`config.mk`:
```
export PLATFORM = sky130hd
export DESIGN_NAME = seq_mag_comparator
export DESIGN_NICKNAME = d
export VERILOG_FILES = /design/src/rtl/seq_mag_comparator.sv
export SDC_FILE = /design/constraint.sdc
export NUM_CORES = 1
export LEC_CHECK = 0
export ABC_AREA = 1
export BUFFER_PORTS_ARGS = -buffer_cell sky130_fd_sc_hd__buf_2
export CAP_MARGIN = 30
export CORE_MARGIN = 10
export CORE_UTILIZATION = 54
export CTS_CLUSTER_DIAMETER = 150
export DETAILED_ROUTE_END_ITERATION = 7
export GPL_ROUTABILITY_DRIVEN = 1
export PLACE_DENSITY_LB_ADDON = 0.3
export SLEW_MARGIN = 10
export SYNTH_ARGS = -nofsm -noshare
export SYNTH_HDL_FRONTEND = slang
export SYNTH_SLANG_ARGS = --single-unit
```
`constraint.sdc`:
```
create_clock -name clk -period 1.73 [get_ports clk]
set_input_delay 0.346 -clock clk [delete_from_list [all_inputs] [get_ports clk]]
set_output_delay 0.346 -clock clk [all_outputs]
set_load 0.005 [all_outputs]
```
`src/rtl/seq_mag_comparator.sv`:
```
// seq_mag_comparator: digit-serial MSB-first magnitude comparator with a
// start/done handshake. Operands are compared DIGIT bits per clock; the
// result is presented as mutually exclusive gt/eq/lt flags.
//
// Build option: define EARLY_EXIT_EN to finish on the first differing digit
// (data-dependent latency 1..N). Without it, every run lasts exactly N cycles.
module seq_mag_comparator #(
  parameter int WIDTH = 16,
  parameter int DIGIT = 2
) (
  input  logic             clk,
  input  logic             rst_n,
  input  logic             start,
  input  logic [WIDTH-1:0] a,
  input  logic [WIDTH-1:0] b,
  input  logic             signed_mode,
  output logic             busy,
  output logic             done,
  output logic             gt,
  output logic             eq,
  output logic             lt
);

  localparam int N  = WIDTH / DIGIT;
  localparam int CW = (N > 1) ? $clog2(N) : 1;

  localparam logic [0:0] S_IDLE = 1'b0;
  localparam logic [0:0] S_RUN  = 1'b1;

  // Flipping the sign bit maps two's-complement order onto unsigned order.
  localparam logic [WIDTH-1:0] MSB_MASK = WIDTH'(1) << (WIDTH - 1);
  localparam logic [CW-1:0]    LAST_CNT = CW'(N - 1);

  logic [0:0]       state_reg;
  logic [WIDTH-1:0] sa_reg;
  logic [WIDTH-1:0] sb_reg;
  logic [CW-1:0]    cnt_reg;
  logic             decided_reg;
  logic             dir_gt_reg;
  logic             busy_reg;
  logic             done_reg;
  logic             gt_reg;
  logic             eq_reg;
  logic             lt_reg;

  logic [DIGIT-1:0] digit_a;
  logic [DIGIT-1:0] digit_b;
  logic             digit_diff;
  logic             digit_gt;
  logic             last_digit;
  logic             finish;
  logic             any_diff;
  logic             res_gt;

  // Current-digit comparison and completion decision.
  always_comb begin
    digit_a    = sa_reg[WIDTH-1 -: DIGIT];
    digit_b    = sb_reg[WIDTH-1 -: DIGIT];
    digit_diff = (digit_a != digit_b);
    digit_gt   = (digit_a > digit_b);
    last_digit = (cnt_reg == LAST_CNT);
    // An earlier latched difference always wins over the current digit.
    any_diff   = decided_reg | digit_diff;
    res_gt     = decided_reg ? dir_gt_reg : digit_gt;
`ifdef EARLY_EXIT_EN
    finish     = last_digit | (digit_diff & ~decided_reg);
`else
    finish     = last_digit;
`endif
  end

  // Handshake FSM, operand shifting and result registers.
  always_ff @(posedge clk) begin
    if (!rst_n) begin
      state_reg   <= S_IDLE;
      sa_reg      <= '0;
      sb_reg      <= '0;
      cnt_reg     <= '0;
      decided_reg <= 1'b0;
      dir_gt_reg  <= 1'b0;
      busy_reg    <= 1'b0;
      done_reg    <= 1'b0;
      gt_reg      <= 1'b0;
      eq_reg      <= 1'b0;
      lt_reg      <= 1'b0;
    end else begin
      done_reg <= 1'b0;
      case (state_reg)
        S_IDLE: begin
          if (start) begin
            sa_reg      <= signed_mode ? (a ^ MSB_MASK) : a;
            sb_reg      <= signed_mode ? (b ^ MSB_MASK) : b;
            cnt_reg     <= '0;
            decided_reg <= 1'b0;
            dir_gt_reg  <= 1'b0;
            gt_reg      <= 1'b0;
            eq_reg      <= 1'b0;
            lt_reg      <= 1'b0;
            busy_reg    <= 1'b1;
            state_reg   <= S_RUN;
          end
        end
        default: begin
          if (digit_diff && !decided_reg) begin
            decided_reg <= 1'b1;
            dir_gt_reg  <= digit_gt;
          end
          if (finish) begin
            gt_reg    <= any_diff & res_gt;
            lt_reg    <= any_diff & ~res_gt;
            eq_reg    <= ~any_diff;
            done_reg  <= 1'b1;
            busy_reg  <= 1'b0;
            state_reg <= S_IDLE;
          end else begin
            sa_reg  <= sa_reg << DIGIT;
            sb_reg  <= sb_reg << DIGIT;
            cnt_reg <= cnt_reg + CW'(1);
          end
        end
      endcase
    end
  end

  assign busy = busy_reg;
  assign done = done_reg;
  assign gt   = gt_reg;
  assign eq   = eq_reg;
  assign lt   = lt_reg;

endmodule

```
# After elaboration in Yosys (flattened, before gate mapping)
# Index checks and enable logic that the tools add are counted.
# totals
inputBits	36
output_inout_bits	5
wordCells	62
register_bits	43
# op_classes
n_bitwise	7
n_reduce_logical	7
magnitude_cmp	1
n_eq_ne	5
addsub	1
muxes	30
# op_table
cell	count
16-bit 2-to-1 mux	8
1-bit 2-to-1 mux	19
3-bit 2-to-1 mux	3
2-bit AND reduction	4
2-bit by 1-bit inequality test with 1-bit output, second input constant	2
1-bit inverter	4
3-bit by 1-bit adder with 3-bit output, second input constant	1
3-bit equality test, second input constant	1
1-bit AND	2
2-bit greater-than comparator	1
2-bit inequality test	1
2-bit inequality test, second input constant	1
2-bit nonzero test	1
1-bit logical AND	1
1-bit zero test	1
1-bit OR	1

# Longest topological paths before layout
# Gate-level depths: netlist of run 1.
# logic_depth
depth_word	6
mapped_depth	10
depth_no_buf	9

# Worst setup path after synthesis of run 1
# No wires, ideal clock.
# synth_path
kind	register -> register
from	register cnt_reg[0]
to	register sa_reg[15]
setup_ps	122
synth_period_minus_slack_ps	1469
t_required_ps	1608
path_slack_ps	261
n_path_buf	2
arrival_ps	1347
stages_incl_launch_ff	11
cell_sequence	dfxtp_1 -> ha_1 -> ha_1 -> inv_1 -> nand2_1 -> nand2_1 -> buf_4 -> clkinv_2 -> buf_4 -> nand3_1 -> o21ai_0
# synth_via
elab_chain_cells	3
# synth_lines
item	line	source
start: declaration	37	logic [CW-1:0] cnt_reg;
start signal: assignment	118	cnt_reg <= cnt_reg + CW'(1);
3-bit equality test	61	last_digit = (cnt_reg == LAST_CNT);
net finish	51	logic finish;
2-bit inequality test (no source line)	--	
2-bit AND reduction (no source line)	--	
end signal: assignment	91	sa_reg <= signed_mode ? (a ^ MSB_MASK) : a;
end signal: assignment	116	sa_reg <= sa_reg << DIGIT;
end: declaration	35	logic [WIDTH-1:0] sa_reg;
# The timed path passes the listed nets, and every way through them passes these cells.
# A chain may end at the register's enable or synchronous reset.

# Worst setup path after layout of run 1
# layout_path
from	register cnt_reg[0]
to	register sb_reg[12]
# layout_via
elab_chain_cells	3
# layout_lines
item	line	source
3-bit equality test	61	
net finish	51	
2-bit inequality test (no source line)	--	
2-bit AND reduction (no source line)	--	
end signal: assignment	92	sb_reg <= signed_mode ? (b ^ MSB_MASK) : b;
end signal: assignment	117	sb_reg <= sb_reg << DIGIT;
end: declaration	36	logic [WIDTH-1:0] sb_reg;
# The timed path passes the listed nets, and every way through them passes these cells.

==> results of run 1 <==
==> metal layers <==
metal,global-route usage,vias to the layer above
met5,0,-
met3,0.06347,6
met2,0.2349,63
li1,-,1025
met4,0.04930,0
met1,0.1636,842
==> report_power, final <==
group / internal [mW] / leakage (nW) / switching, mW / total (mW)
sequential: 1.08 / 0.355 / 0.0429 / 1.12
clock: 0.157 / 0.0282 / 0.308 / 0.465
combinational: 0.162 / 0.790 / 0.252 / 0.414
==> per-stage QoR <==
stage                     cells    util  cell area [sq um]
after floorplan             303       -               1967
after global placement      382  0.6487               2216
after detailed placement    382  0.6487               2216
after CTS                   390  0.6645               2270
after global routing        390  0.6645               2270
final                       390  0.6645               2270
==> worst max-delay path, cell delays in order (launching register included) <==
cell                       delay (ns)
sky130_fd_sc_hd__dfxtp_1         0.34
sky130_fd_sc_hd__ha_1            0.19
sky130_fd_sc_hd__ha_1            0.19
sky130_fd_sc_hd__inv_1           0.05
sky130_fd_sc_hd__nand2_1         0.05
sky130_fd_sc_hd__nand2_1         0.12
sky130_fd_sc_hd__clkinv_2        0.07
sky130_fd_sc_hd__buf_4           0.20
sky130_fd_sc_hd__nor2_1          0.11
sky130_fd_sc_hd__nor2_1          0.06
==> layout by cell type, fill, tap and decap left out, drive strengths merged <==
cell type,instances
nand2,112
clkbuf,6
o21ai,30
buf,49
clkinv,3
nand3,8
a21oi,11
nand4,2
ha,4
or2,2
inv,15
a211oi,1
dfxtp,43
clkinvlp,1
nor2,57
==> area by class of cell <==
class                      instances  area, sq um  share of cell area
clock inverter                     2        12.51            0.005513
clock buffer                       6        41.29             0.01819
sequential                        43        860.8              0.3793
tap                               46        57.56             0.02536
timing repair buffer              49        267.8              0.1180
multi-input combinational        227        964.7              0.4250
inverter                          17        65.06             0.02867
==> cell families after synthesis <==
logic type | after synthesis | share of synthesized area
DFF | 43 | 0.4377
adders and majority gates | 4 | 0.02545
and+or+nand+nor | 181 | 0.3569
buffers and inverters | 33 | 0.07188
AOI/OAI and AO/OA | 42 | 0.1081
==> final timing paths <==
path | end | from
worst max-delay path | sb_reg[12] | cnt_reg[0]
worst min-delay path | sb_reg[0] | b[0]
worst max register to register | sb_reg[12] | cnt_reg[0]
worst min register to register | cnt_reg[0] | cnt_reg[0]
==> load_flow_metrics.sql, run 1 <==
INSERT INTO impl_metrics (metric_group, metric, value, unit) VALUES
('power', 'peakVddDrop', '0.0006876', 'V'),
('routing', 'drtAntennaViolNets', '0', ''),
('yosys', 'synthCells', '303', ''),
('power', 'total_power', '2.001', 'mW'),
('floorplanning', 'io_pins', '41', ''),
('floorplanning', 'die-height', '80.35', 'um'),
('critical_path', 'r2r_cells', '9', ''),
('yosys', 'portion_of_synthesized_cell_area_occupied_by_the_leading_cell_type', '0.4377', ''),
('yosys', 'synth_warnings', '0', ''),
('floorplanning', 'initial_cell_density_of_the_core', '0.5758', ''),
('critical_path', 'worstPathMaxFanout', '20', ''),
('routing', 'wirelength_met1', '2004', 'um'),
('grt', 'grt_first_pass_wirelength', '7686', 'um'),
('min_path', 'hold-path-cell-count', '3', ''),
('yosys', 'main_area_contributors_after_synthesis', 'sky130_fd_sc_hd__dfxtp_1 (44%), sky130_fd_sc_hd__nand2_1 (21%), sky130_fd_sc_hd__nor2_1 (11%)', ''),
('grt', 'via_count_of_the_first_global_routing_pass', '1851', ''),
('place', 'buffer_ports.inserted', '40', ''),
('sta', 'max_clock_freq', '676.5', 'MHz'),
('clocking', 'clkLatencyLatePin', '0.35', 'ns'),
('routing', 'met3_length', '332', 'um'),
('critical_path', 'cp-end-kind', 'flip-flop', ''),
('routing', 'drt_pre_antenna_iters', '5', ''),
('clocking', 'cts-htree-levels', '2', ''),
('yosys', 'synth.cells.most_frequent', 'sky130_fd_sc_hd__nand2_1 (111), sky130_fd_sc_hd__nor2_1 (57), sky130_fd_sc_hd__dfxtp_1 (43)', ''),
('yosys', 'post_synth.cell_area_avg', '6.491', 'sq um'),
('run_status', 'outcome', 'complete, no violations', ''),
('clocking', 'cts.hold.buffers_added', '0', ''),
('place', 'dp_worst_setup_slack', '0.2734', 'ns'),
('yosys', 'synth.most_common_cell', 'sky130_fd_sc_hd__nand2_1', ''),
('sta', 'rsz_0062_raised_after_global_routing', 'false', ''),
('clocking', 'clock_tree.buffer_depth', '2', ''),
('sta', 'final_max_slew_violation_count', '0', ''),
('routing', 'drt-initial-drc-count', '88', ''),
('clocking', 'cts_repair_resize_count', '0', ''),
('yosys', 'synth_top_area_cell', 'sky130_fd_sc_hd__dfxtp_1', ''),
('floorplanning', 'placeableCoreArea', '0.003416', 'sq mm'),
('flow_run', 'maxCapViolCount', '0', ''),
('clocking', 'path_clk_slew', '0.12', 'ns'),
('routing', 'vias_per_cell', '4.964', ''),
('grt', 'grtUsageTotal', '0.1443', ''),
('floorplanning', 'width_of_the_die', '80.35', 'um'),
('yosys', 'postSynth.topFlopCell', 'sky130_fd_sc_hd__dfxtp_1', ''),
('sta', 'timing.slew.headroom', '0.7096', ''),
('grt', 'number_of_antenna_violations_at_the_first_check_in_global_routing', '0', ''),
('place', 'place_congestion', '0.7662', ''),
('critical_path', 'path_class', 'reg -> reg', ''),
('cells_and_area', 'fill_cells', '335', ''),
('power', 'p_leak', '1.173', 'nW'),
('routing', 'maxUsedRoutingLayer', 'met4', ''),
('sta', 'timing.setup.tns', '0', 'ns'),
('sta', 'final_period_utilization', '0.8545', ''),
('clocking', 'clock_sinks', '43', ''),
('clocking', 'post_cts_buffers', '0', ''),
('sta', 'post-route-min-period', '1.478', 'ns'),
('floorplanning', 'core.rowCount', '21', ''),
('yosys', 'synth_cell_type_count', '18', ''),
('sta', 'fin_skew', '0.007380', 'ns'),
('yosys', 'ys_seq_elements', '43', ''),
('cells_and_area', 'area_delta_synth_final', '15.39', '%'),
('sta', 'setup_slack_after_layout', '0.2518', 'ns'),
('routing', 'route.detailed.wl_per_inst', '11.45', 'um'),
('sta', 'worst_pin_slew', '0.4341', 'ns'),
('min_path', 'hold_path_class', 'in -> reg', ''),
('yosys', 'synth-seq-area-share', '0.4377', ''),
('routing', 'met2RoutedLength', '2087', 'um'),
('yosys', 'synth-async-reset-ratio', '0', ''),
('routing', 'postRouteWirelength', '4464', 'um'),
('critical_path', 'timing.critical_path.arrival', '1.73', 'ns'),
('power', 'power_density_relative_to_cell_area', '881.4', 'mW/mm^2'),
('grt', 'grt_remaining_overflow', '0', ''),
('clocking', 'tritoncts', 'yes', '');
No activity file was read; power rests on OpenSTA's default activity.
==> run 2, diff against run 1 <==
- CORE_MARGIN: 10 -> default
- SLEW_MARGIN: 10 -> default
==> load_flow_metrics.sql, run 2 (synthesis gave the netlist of run 1 again) <==
INSERT INTO impl_metrics (metric_group, metric, value, unit) VALUES
('routing', 'drcViolationCount', '0', ''),
('critical_path', 'r2r-end', 'sa_reg[15]', ''),
('clocking', 'cts-htree-levels', '2', ''),
('sta', 'timing.slew.headroom', '0.7392', ''),
('clocking', 'cts.hold.buffers_added', '0', ''),
('clocking', 'post_cts_buffers', '0', ''),
('sta', 'finalHoldViolCount', '0', ''),
('power', 'p_leak', '1.184', 'nW'),
('grt', 'grt_remaining_overflow', '0', ''),
('place', 'buffer_ports.inserted', '40', ''),
('clocking', 'tritoncts.num_buffers', '5', ''),
('cells_and_area', 'fill_cells', '347', ''),
('cells_and_area', 'antennaDiodeCount', '0', ''),
('critical_path', 'cp-start-kind', 'flip-flop', ''),
('cells_and_area', 'drive_gt1_frac', '0.1802', ''),
('critical_path', 'critPathLaunch', 'cnt_reg[0]', ''),
('grt', 'grt_first_pass_wirelength', '7120', 'um'),
('routing', 'drtAntennaViolNets', '0', ''),
('routing', 'vias', '1906', ''),
('cells_and_area', 'area_delta_synth_final', '15.90', '%'),
('power', 'power_frac_seq', '0.556', ''),
('grt', 'via_count_of_the_first_global_routing_pass', '1742', ''),
('routing', 'postRouteWirelength', '4051', 'um'),
('grt', 'grt_start_max_net_pins', '24', ''),
('critical_path', 'regToRegStartpoint', 'cnt_reg[0]', ''),
('sta', 'final_period_utilization', '0.8640', ''),
('sta', 'final_max_slew_violation_count', '0', ''),
('routing', 'vias_per_cell', '4.887', ''),
('floorplanning', 'die_area', '0.003888', 'sq mm'),
('cells_and_area', 'multiInputGateArea', '964.7', 'sq um'),
('critical_path', 'critPathRequiredTime', '2.01', 'ns'),
('clocking', 'path_clk_slew', '0.12', 'ns'),
('flow_run', 'maxCapViolCount', '0', ''),
('critical_path', 'cp_common_cell', 'sky130_fd_sc_hd__nand2_1', ''),
('critical_path', 'critPathCapture', 'sa_reg[15]', ''),
('min_path', 'hold_wc_startpoint', 'b[0]', ''),
('floorplanning', 'die-height', '62.35', 'um'),
('clocking', 'cts_repair_resize_count', '0', ''),
('power', 'combPwrFrac', '0.200', ''),
('critical_path', 'cpPeakStageDelay', '0.34', 'ns'),
('run_status', 'outcome', 'complete, no violations', ''),
('place', 'dp.final_hpwl', '2922', 'um'),
('clocking', 'clkLatencyLatePin', '0.35', 'ns'),
('grt', 'number_of_antenna_violations_at_the_first_check_in_global_routing', '0', ''),
('floorplanning', 'core.rowCount', '21', ''),
('power', 'cell_internal_pwr', '1.430', 'mW'),
('floorplanning', 'placeableCoreArea', '0.003416', 'sq mm'),
('clocking', 'clock_sinks', '43', ''),
('sta', 'max_clock_freq', '669.1', 'MHz'),
('power', 'peakVddDrop', '0.0005420', 'V'),
('sta', 'timing.setup.tns', '0', 'ns'),
('place', 'dp_worst_setup_slack', '0.2438', 'ns'),
('critical_path', 'critical_path.cell_chain', 'ha_1 > ha_1 > inv_1 > nand2_1 > nand2_1 > buf_4 > nand2_1 > o21ai_0', ''),
('grt', 'grtUsageTotal', '0.2307', ''),
('clocking', 'clock_tree.buffer_depth', '2', ''),
('sta', 'fin_skew', '0.01075', 'ns'),
('critical_path', 'cp-end-kind', 'flip-flop', ''),
('clocking', 'tritoncts', 'yes', ''),
('routing', 'drt_pre_antenna_iters', '4', ''),
('power', 'power.share.switching', '0.2936', ''),
('floorplanning', 'io_pins', '41', ''),
('critical_path', 'worstPathMaxFanout', '13', ''),
('place', 'place_congestion', '0.8407', ''),
('min_path', 'hold_path_class', 'in -> reg', ''),
('critical_path', 'r2r_cells', '8', ''),
('sta', 'worst_pin_slew', '0.3898', 'ns'),
('cells_and_area', 'nNetsFinal', '384', ''),
('power', 'switching_power', '0.5942', 'mW'),
('critical_path', 'crit_path_top_delay_cell', 'sky130_fd_sc_hd__dfxtp_1', ''),
('critical_path', 'timing.critical_path.arrival', '1.77', 'ns'),
('power', 'power_density_relative_to_cell_area', '887.8', 'mW/mm^2'),
('sta', 'setup_slack_after_layout', '0.2354', 'ns'),
('sta', 'rsz_0062_raised_after_global_routing', 'false', ''),
('critical_path', 'rrSetupSlack', '0.24', 'ns'),
('sta', 'finalSetupViolCount', '0', ''),
('cells_and_area', 'most_frequent_cells_in_the_layout', 'sky130_fd_sc_hd__nand2_1 (111), sky130_fd_sc_hd__nor2_1 (57), sky130_fd_sc_hd__dfxtp_1 (43)', ''),
('floorplanning', 'initial_cell_density_of_the_core', '0.5758', ''),
('cells_and_area', 'mostFrequentLayoutCell', 'sky130_fd_sc_hd__nand2_1', ''),
('floorplanning', 'width_of_the_die', '62.35', 'um'),
('cells_and_area', 'ff_latch_area', '860.8', 'sq um'),
('clocking', 'cts-root-buf', 'sky130_fd_sc_hd__clkbuf_4', ''),
('routing', 'route.detailed.wl_per_inst', '10.39', 'um'),
('routing', 'drt-initial-drc-count', '114', ''),
('power', 'p_clk_frac', '0.244', ''),
('critical_path', 'path_class', 'reg -> reg', ''),
('sta', 'post-route-min-period', '1.495', 'ns');
[run 2: cell count changes in the layout (fill, tap and decap cells not counted), sizes merged]
cell / delta
buf: +1
clkinvlp: -1
[run 2: worst min path at each step]
stage            endpoint  slack [ns]  depth (start not counted)
3_5_place_dp   cnt_reg[0]        0.46                          1
2_1_floorplan  cnt_reg[0]        0.43                          1
3_3_place_gp   cnt_reg[0]        0.44                          1
5_1_grt         sb_reg[0]        0.22                          3
6_report        sb_reg[0]        0.23                          3
4_1_cts         sb_reg[0]        0.22                          3
[run 2: through the flow]
stage                     utilization  instances  instance area, sq um  hold WS (ns)  power, mW
after floorplan                     -        303                  1967        0.4290      1.429
after global placement         0.6509        383                  2223        0.4398      1.540
after detailed placement       0.6509        383                  2223        0.4571      1.554
after CTS                      0.6674        390                  2280        0.2247      2.036
after global routing           0.6674        390                  2280        0.2157      2.161
final                          0.6674        390                  2280        0.2335      2.024
[run 2: final cells by class]
| type | count | share of cell area |
|---|---|---|
| Clock buffer | 6 | 0.02250 |
| Clock inverter | 1 | 0.002195 |
| Inverter | 17 | 0.02854 |
| Multi-Input combinational cell | 227 | 0.4232 |
| Sequential cell | 43 | 0.3776 |
| Tap cell | 46 | 0.02525 |
| Timing Repair Buffer | 50 | 0.1207 |
[run 2: layer usage]
layer | vias to the layer above | global-route usage | part of all wire
met5 | - | 0 | 0
met4 | 0 | 0.07849 | 0.014
met3 | 5 | 0.05515 | 0.058
met2 | 47 | 0.3956 | 0.46
met1 | 833 | 0.2821 | 0.46
li1 | 1021 | - | -
[run 2: critical path: cells and delay by family, from the launching register on]
kind / cells / cell delay [ns]
simple gates: 3 / 0.28
buf+inv: 2 / 0.25
flops: 1 / 0.34
fa+ha+maj: 2 / 0.39
compound gates: 1 / 0.17
[run 2: power groups by stage]
stage | Clock [mW] | Sequential [mW] | Combinational [mW]
6_report | 0.494 | 1.12 | 0.405
4_1_cts | 0.503 | 1.12 | 0.409
3_3_place_gp | 0 | 1.14 | 0.397
2_1_floorplan | 0 | 1.13 | 0.296
3_5_place_dp | 0 | 1.15 | 0.408
5_1_grt | 0.552 | 1.13 | 0.475
